$ cat config.mk
export PLATFORM = sky130hd
export DESIGN_NAME = csa_operand_collector
export DESIGN_NICKNAME = d
export VERILOG_FILES = /design/src/rtl/csa_operand_collector.sv
export SDC_FILE = /design/constraint.sdc
export NUM_CORES = 1
export LEC_CHECK = 0
export BUFFER_PORTS_ARGS = -buffer_cell sky130_fd_sc_hd__buf_2
export CORE_AREA = 2 2 54 81
export DETAILED_ROUTE_END_ITERATION = 7
export DIE_AREA = 0 0 56 83
export PLACE_DENSITY = 0.81
export SYNTH_ARGS = -nofsm -noshare
export SYNTH_HDL_FRONTEND = slang
export SYNTH_SLANG_ARGS = --single-unit
$ cat constraint.sdc
create_clock -name clk -period 3.2 [get_ports clk]
set_input_delay 0.64 -clock clk [delete_from_list [all_inputs] [get_ports clk]]
set_output_delay 0.64 -clock clk [all_outputs]
set_load 0.05 [all_outputs]
$ cat src/rtl/csa_operand_collector.sv
// ---------------------------------------------------------------------------
// csa_operand_collector: packs a serial operand stream into NUM_COUNT-wide
// groups for the carry-save adder, double-buffered behind a valid/ready port.
// Rev 1.0
// ---------------------------------------------------------------------------
`default_nettype none

module csa_operand_collector #(
  parameter int OP_W      = 4,
  parameter int NUM_COUNT = 4,
  parameter int CNT_W     = $clog2(NUM_COUNT + 1)
) (
  input  logic                      clk,
  input  logic                      rst_n,
  input  logic                      in_valid,
  output logic                      in_ready,
  input  logic [OP_W-1:0]           in_data,
  input  logic                      in_last,
  output logic                      nums_valid,
  input  logic                      nums_ready,
  output logic [OP_W*NUM_COUNT-1:0] nums,
  output logic [CNT_W-1:0]          nums_count
);

  localparam int FILL_W = $clog2(NUM_COUNT);
  localparam int BUS_W  = OP_W * NUM_COUNT;

  typedef enum logic [0:0] {
    FILL = 1'b0,
    PEND = 1'b1
  } state_e;

  state_e              state_q, state_d;
  logic [BUS_W-1:0]    fill_buf_q, fill_buf_d;
  logic [FILL_W-1:0]   fill_cnt_q, fill_cnt_d;
  logic [BUS_W-1:0]    nums_q, nums_d;
  logic [CNT_W-1:0]    nums_count_q, nums_count_d;
  logic                nums_valid_q, nums_valid_d;

  logic [BUS_W-1:0]    merged;
  logic                in_fire;
  logic                out_free;
  logic                last_slot;

  assign in_ready  = (state_q == FILL);
  assign in_fire   = in_valid && in_ready;
  assign out_free  = !nums_valid_q || nums_ready;
  assign last_slot = (fill_cnt_q == FILL_W'(NUM_COUNT - 1));

  // Fill buffer is cleared after every group, so unwritten slots stay zero.
  always_comb begin
    merged = fill_buf_q;
    for (int k = 0; k < NUM_COUNT; k++) begin
      if (fill_cnt_q == FILL_W'(k)) begin
        merged[k*OP_W +: OP_W] = in_data;
      end
    end
  end

  always_comb begin
    state_d      = state_q;
    fill_buf_d   = fill_buf_q;
    fill_cnt_d   = fill_cnt_q;
    nums_d       = nums_q;
    nums_count_d = nums_count_q;
    nums_valid_d = nums_valid_q && !nums_ready;

    case (state_q)
      FILL: begin
        if (in_fire) begin
          if (last_slot || in_last) begin
            if (out_free) begin
              nums_d       = merged;
              nums_count_d = CNT_W'(fill_cnt_q) + 1'b1;
              nums_valid_d = 1'b1;
              fill_buf_d   = '0;
              fill_cnt_d   = '0;
            end else begin
              // Group parks in the fill buffer; fill_cnt keeps its last slot index.
              fill_buf_d = merged;
              state_d    = PEND;
            end
          end else begin
            fill_buf_d = merged;
            fill_cnt_d = fill_cnt_q + 1'b1;
          end
        end
      end
      PEND: begin
        if (out_free) begin
          nums_d       = fill_buf_q;
          nums_count_d = CNT_W'(fill_cnt_q) + 1'b1;
          nums_valid_d = 1'b1;
          fill_buf_d   = '0;
          fill_cnt_d   = '0;
          state_d      = FILL;
        end
      end
      default: state_d = FILL;
    endcase
  end

  always_ff @(posedge clk or negedge rst_n) begin
    if (!rst_n) begin
      state_q      <= FILL;
      fill_buf_q   <= '0;
      fill_cnt_q   <= '0;
      nums_q       <= '0;
      nums_count_q <= '0;
      nums_valid_q <= 1'b0;
    end else begin
      state_q      <= state_d;
      fill_buf_q   <= fill_buf_d;
      fill_cnt_q   <= fill_cnt_d;
      nums_q       <= nums_d;
      nums_count_q <= nums_count_d;
      nums_valid_q <= nums_valid_d;
    end
  end

  assign nums       = nums_q;
  assign nums_count = nums_count_q;
  assign nums_valid = nums_valid_q;

endmodule

`default_nettype wire
==> qor.yml, run 1 <==
status: "finished clean"
r2r_setup_slack_ns: 0.95
cts_tree: "done"
grt_usage_pct: 19.76
fin_crit_ns: 2.253
combPwrFrac_pct: 49.5
final_common_cell: "dfrtp_1"
syn_inst: 203
rsz0062_at_grt: "false"
tightest_slew_ns: 0.8619
crit_end: "nums[9]$_DFFE_PN0P_"
yosys-top-cells-area: "dfrtp_1 43%, mux2_2 12%, mux2_4 6.6%"
power_switching_mw: 0.9887
path_max_fanout: 19
synth.distinct_cells: 30
cts.sinks: 39
power_leakage_nw: 1.258
mappedNetlistArea_sq_mm: 0.002273
gp_congestion: 0.8110
startpoint: "fill_cnt_q[0]$_DFFE_PN0P_"
clkPwrFrac_pct: 15.5
wl_mm: 4.411
final_nets: 247
root_buffer: "clkbuf_8"
multi_input_area_sq_mm: 0.001227
cp-end-kind: "flip-flop"
grt_pass1_vias: 1545
synth-xor-area-share_pct: 0
synth-simple-area-share_pct: 18.71
pwr-share-seq_pct: 35.0
yosys_warnings: 0
hold_viol: 0
cts_made_buffers: 5
dp_hpwl_mm: 2.961
worstPathArrival_ns: 2.43
drtIter0Drc: 35
clock_skew_ns: 0.003640
maxSlewViolCount: 0
drive_gt1_share_pct: 34.20
swShare_pct: 42.42
antenna_cells: 0
critical-path-max-stage-delay_ns: 0.64
worst-path-buf-inv: 0
cts_setup_buffers: 0
portBuffers: 29
finalSetupViolCount: 0
reg2reg_to: "nums[9]$_DFFE_PN0P_"
overflow: 0
crit_chain: "ha_1, o21ai_2, a21oi_4, mux2_2"
synth_fa_ha_area_share_pct: 4.403
dr.pass1.iters: 4
worstSetupPathType: "flip-flop to flip-flop"
p_int_mw: 1.342
vias: 1657
synth_top_cell_by_area: "dfrtp_1"
final_cell_mix: "39 x dfrtp_1, 29 x buf_2, 25 x mux2_2"
setup_tns_ns: 0
timing.hold.ws_ns: 0.4621
synth_area_per_cell_sq_um: 11.20
syn2layout_area_growth_pct: 11.67
cts_buffer_depth: 2
die_h_microns: 83
ys_async_sr_fraction_pct: 100.0
grt_pass1_wl_mm: 7.465
reg2reg_depth: 4
power_per_cell_area_mw_per_mm2: 918.0
synth_edf_count: 0
peakVddDrop_v: 0.0006003
synth_top_family_by_area: "multiplexers"
synth_top_area_share_pct: 42.93
clkLatencyLatePin_ns: 0.28
post-route-period-util_pct: 70.40
synth_mux_area_share_pct: 18.99
grt_max_degree: 40
antenna_found_initial: 0
ctsHoldBuffers: 0
cp.depth: 4
die_x_microns: 56
synth_nets: 220
ys.flop_type: "dfrtp_1"
start_kind: "flip-flop"
drv_cap: 0
initial_core_util_pct: 57.94
post_cts_resized: 0
seqCellArea_sq_um: 975.9
fillerInstances: 334
cp.required_ns: 3.37
seq_area_frac_synth_pct: 42.93
routed_via_density: 6.004
clk_pin_slew_worst_paths_ns: 0.08
ios: 30
synth-seq-cells: 39
synth_compound_area_share_pct: 11.89
critPathTopFamily: "compound AO/OA/AOI/OAI gates"
dieArea_sq_mm: 0.004648
slowest_stage: "a21oi_4"
htree_levels: 2
reg2reg_from: "fill_cnt_q[0]$_DFFE_PN0P_"
drc: 0
rows: 28
slew_headroom_pct: 42.54
detail-route-antenna-nets: 0
holdCritPathClass: "primary input to asynchronous set/reset pin"
fmax_ghz: 0.4439
coreArea_sq_mm: 0.003924
wire_per_inst_microns: 15.98
==> metal layers <==
metal	up-vias	share of wire, %	track usage [%]
met5	-	0	0
met4	0	2.8	8.658
met3	11	3.5	3.894
met2	43	49	30.80
met1	802	45	26.53
li1	801	-	-
==> power groups by stage <==
| stage | logic (mW) | clock network [mW] | registers, mW |
|---|---|---|---|
| 6_report | 1.15 | 0.362 | 0.815 |
| 5_1_grt | 1.23 | 0.390 | 0.842 |
| 4_1_cts | 1.16 | 0.374 | 0.817 |
| 3_5_place_dp | 1.16 | 0 | 0.826 |
| 3_3_place_gp | 1.14 | 0 | 0.814 |
| 2_1_floorplan | 0.566 | 0 | 1.18 |
==> worst register-to-register path, delay by kind of cell, from the launching register on <==
| kind | cells | cell delay, ns |
|---|---|---|
| AOI/OAI and AO/OA | 2 | 0.79 |
| adders and majority gates | 1 | 0.44 |
| DFF | 1 | 0.49 |
| muxes | 1 | 0.43 |
==> worst min-delay path by stage <==
stage	startpoint	to
3_3_place_gp	nums[6]$_DFFE_PN0P_	nums[6]$_DFFE_PN0P_
5_1_grt	nums[2]$_DFFE_PN0P_	nums[2]$_DFFE_PN0P_
2_1_floorplan	rst_n	fill_buf_q[0]$_DFFE_PN0P_
4_1_cts	rst_n	state_q$_DFF_PN0_
6_report	rst_n	state_q$_DFF_PN0_
3_5_place_dp	nums[4]$_DFFE_PN0P_	nums[4]$_DFFE_PN0P_
==> flip-flops by register name, summed over array words and instances, names as in the netlist <==
signal / cells
fill_buf_q: 16
nums: 16
nums_count: 3
fill_cnt_q: 2
nums_valid: 1
state_q: 1
==> metrics by stage <==
step                      std cells  area [sq um]  setup WS, ns  total power [mW]  utilization (%)
final                           276          2539        0.9471             2.331            64.70
after global routing            276          2539        0.8606             2.465            64.70
after CTS                       276          2539        0.9337             2.355            64.70
after detailed placement        268          2439        0.8942             1.985            62.15
after global placement          268          2439        0.9438             1.957            62.15
after floorplan                 203          2273         1.443             1.742                -
==> synth_stat cells, types with 2 or more instances <==
| cell | instances |
|---|---|
| dfrtp_1 | 39 |
| mux2_2 | 25 |
| o21ai_0 | 18 |
| nor3b_1 | 15 |
| nand2_1 | 14 |
| and4b_1 | 12 |
| o22ai_1 | 12 |
| mux2_4 | 10 |
| clkbuf_1 | 9 |
| nand2b_1 | 9 |
| ha_1 | 8 |
| nor2b_1 | 4 |
| inv_1 | 3 |
| nand3_1 | 3 |
| nor2_1 | 3 |
| o2111ai_1 | 3 |
| a21oi_1 | 2 |
| buf_2 | 2 |
==> area by class of cell <==
class                           instances  area share [%]
Multi-Input combinational cell        149           48.35
Inverter                                3          0.4436
Timing Repair Buffer                   32           6.604
Sequential cell                        39           38.44
Tap cell                               45           2.218
Clock buffer                            8           3.943
==> cell families after synthesis <==
family,count (synthesis)
simple gates,64
compound gates,42
flops,39
mux,35
buf+inv,15
fa+ha+maj,8
No activity file was read; power rests on OpenSTA's default activity.
==> run 2, diff against run 1 <==
--- a/config.mk
+++ b/config.mk
@@ -6,10 +6,10 @@
 export NUM_CORES = 1
 export LEC_CHECK = 0
 export BUFFER_PORTS_ARGS = -buffer_cell sky130_fd_sc_hd__buf_2
-export CORE_AREA = 2 2 54 81
+export CORE_AREA = 2 2 55 83
 export DETAILED_ROUTE_END_ITERATION = 7
-export DIE_AREA = 0 0 56 83
-export PLACE_DENSITY = 0.81
+export DIE_AREA = 0 0 57 85
+export PLACE_DENSITY = 0.78
 export SYNTH_ARGS = -nofsm -noshare
 export SYNTH_HDL_FRONTEND = slang
 export SYNTH_SLANG_ARGS = --single-unit
==> constraint.sdc (replaced) <==
create_clock -name clk -period 2.16 [get_ports clk]
set_input_delay 0.432 -clock clk [delete_from_list [all_inputs] [get_ports clk]]
set_output_delay 0.432 -clock clk [all_outputs]
set_load 0.05 [all_outputs]
==> run 2 against run 1 <==
Against the previous run:
- maximum frequency is 18% higher
- clock skew is 0.0019 ns higher
- global-route usage is 2.4 points higher
- worst hold slack worse by 0.31 ns
- largest power group unchanged
- highest routed layer unchanged
==> qor.yml, run 2 (synthesis gave the netlist of run 1 again) <==
routed_via_density: 5.982
cts.sinks: 39
power.total_mw: 3.456
tightest_slew_ns: 0.6406
overflow: 0
hold_viol: 0
final_common_cell: "dfrtp_1"
detail-route-antenna-nets: 0
die_x_microns: 57
portBuffers: 29
drv_cap: 0
holdCritPathClass: "primary input to asynchronous set/reset pin"
dr.pass1.iters: 4
grt_pass1_vias: 1712
fillerInstances: 357
syn2layout_area_growth_pct: 14.09
post_cts_resized: 0
power_leakage_nw: 1.285
grt_usage_pct: 22.17
cp.required_ns: 2.35
grt_pass1_wl_mm: 8.349
finalSetupViolCount: 0
reg2reg_to: "nums[8]$_DFFE_PN0P_"
cts_setup_buffers: 0
cts_tree: "done"
path_max_fanout: 12
grt_max_degree: 36
rows: 29
dp.cells: 276
final_nets: 254
htree_levels: 2
r2r_setup_slack_ns: 0.26
fin_crit_ns: 1.905
start_kind: "flip-flop"
ios: 30
antenna_cells: 0
slew_headroom_pct: 57.30
clkPwrFrac_pct: 14.5
gp_congestion: 0.7996
final_cell_mix: "39 x dfrtp_1, 29 x buf_2, 25 x mux2_2"
vias: 1699
drive_gt1_share_pct: 36.55
peakVddDrop_v: 0.0009067
wire_per_inst_microns: 17.41
dp_hpwl_mm: 3.381
combPwrFrac_pct: 50.5
initial_core_util_pct: 54.96
fmax_ghz: 0.5250
clkLatencyLatePin_ns: 0.30
drc: 0
reg2reg_depth: 5
setup_tns_ns: 0
reg2reg_from: "fill_cnt_q[0]$_DFFE_PN0P_"
root_buffer: "clkbuf_8"
power_per_cell_area_mw_per_mm2: 1333
die_h_microns: 85
drtIter0Drc: 66
antenna_found_initial: 0
clock_skew_ns: 0.005590
status: "finished clean"
seqCellArea_sq_um: 975.9
maxSlewViolCount: 0
coreArea_sq_mm: 0.004136
dieArea_sq_mm: 0.004845
finish.utilization_pct: 62.70
p_int_mw: 1.938
instances_no_fill: 284
cts_made_buffers: 5
worstPathArrival_ns: 2.09
power_switching_mw: 1.518
cts_buffer_depth: 2
swShare_pct: 43.92
pwr-share-seq_pct: 35.0
multi_input_area_sq_mm: 0.001227
wl_mm: 4.944
worstSetupPathType: "flip-flop to flip-flop"
cp-end-kind: "flip-flop"
rsz0062_at_grt: "false"
clk_pin_slew_worst_paths_ns: 0.08
post-route-period-util_pct: 88.18
timing.hold.ws_ns: 0.1526
ctsHoldBuffers: 0
[run 2: cell count changes in the layout (fill, tap and decap cells not counted)]
cell	before	now
buf_4	3	9
clkbuf_8	7	5
clkinvlp_4	0	2
buf_12	0	1
clkbuf_1	1	0
clkinv_2	0	1
[run 2: worst max path at each step]
stage	from	endpoint	slack (ns)	cells past startpoint
CTS	fill_cnt_q[0]$_DFFE_PN0P_	nums[8]$_DFFE_PN0P_	0.25	5
floorplan	fill_cnt_q[0]$_DFFE_PN0P_	nums[0]$_DFFE_PN0P_	0.40	5
global route	fill_cnt_q[0]$_DFFE_PN0P_	nums[8]$_DFFE_PN0P_	0.14	5
finish	fill_cnt_q[0]$_DFFE_PN0P_	nums[8]$_DFFE_PN0P_	0.26	5
detailed placement	fill_cnt_q[0]$_DFFE_PN0P_	nums[8]$_DFFE_PN0P_	0.26	5
global placement	fill_cnt_q[0]$_DFFE_PN0P_	nums[8]$_DFFE_PN0P_	0.34	5
[run 2: critical path, stage by stage (launching register included)]
cell and delay (ns):
dfrtp_1 0.48, ha_1 0.39, o21ai_2 0.14, a21oi_4 0.16, buf_4 0.25, mux2_2 0.36
[run 2: area by class of cell]
| class | instances | area share (%) |
|---|---|---|
| sequential | 39 | 37.63 |
| clock buffer | 5 | 2.653 |
| timing repair buffer | 39 | 8.972 |
| clock inverter | 3 | 0.7718 |
| inverter | 3 | 0.4342 |
| tap | 46 | 2.219 |
| multi-input combinational | 149 | 47.32 |
[run 2: power by group through the flow]
stage	logic (mW)	clock network, mW	registers, mW
5_1_grt	1.87	0.535	1.25
2_1_floorplan	0.839	0	1.74
6_report	1.75	0.501	1.21
3_5_place_dp	1.75	0	1.23
3_3_place_gp	1.72	0	1.21
4_1_cts	1.75	0.506	1.21
[run 2: through the flow]
step                      setup WS [ns]  area [sq um]
after floorplan                  0.4032          2273
after global placement           0.3361          2505
after detailed placement         0.2588          2505
after CTS                        0.2452          2594
after global routing             0.1366          2594
final                            0.2553          2594
[run 2: metal layers]
| metal | up-vias | global-route usage, % | wire length, microns |
|---|---|---|---|
| li1 | 817 | - | - |
| met1 | 846 | 26.98 | 2109 |
| met2 | 32 | 39.71 | 2647 |
| met3 | 4 | 3.659 | 137 |
| met4 | 0 | 6.342 | 50 |
| met5 | - | 0 | 0 |
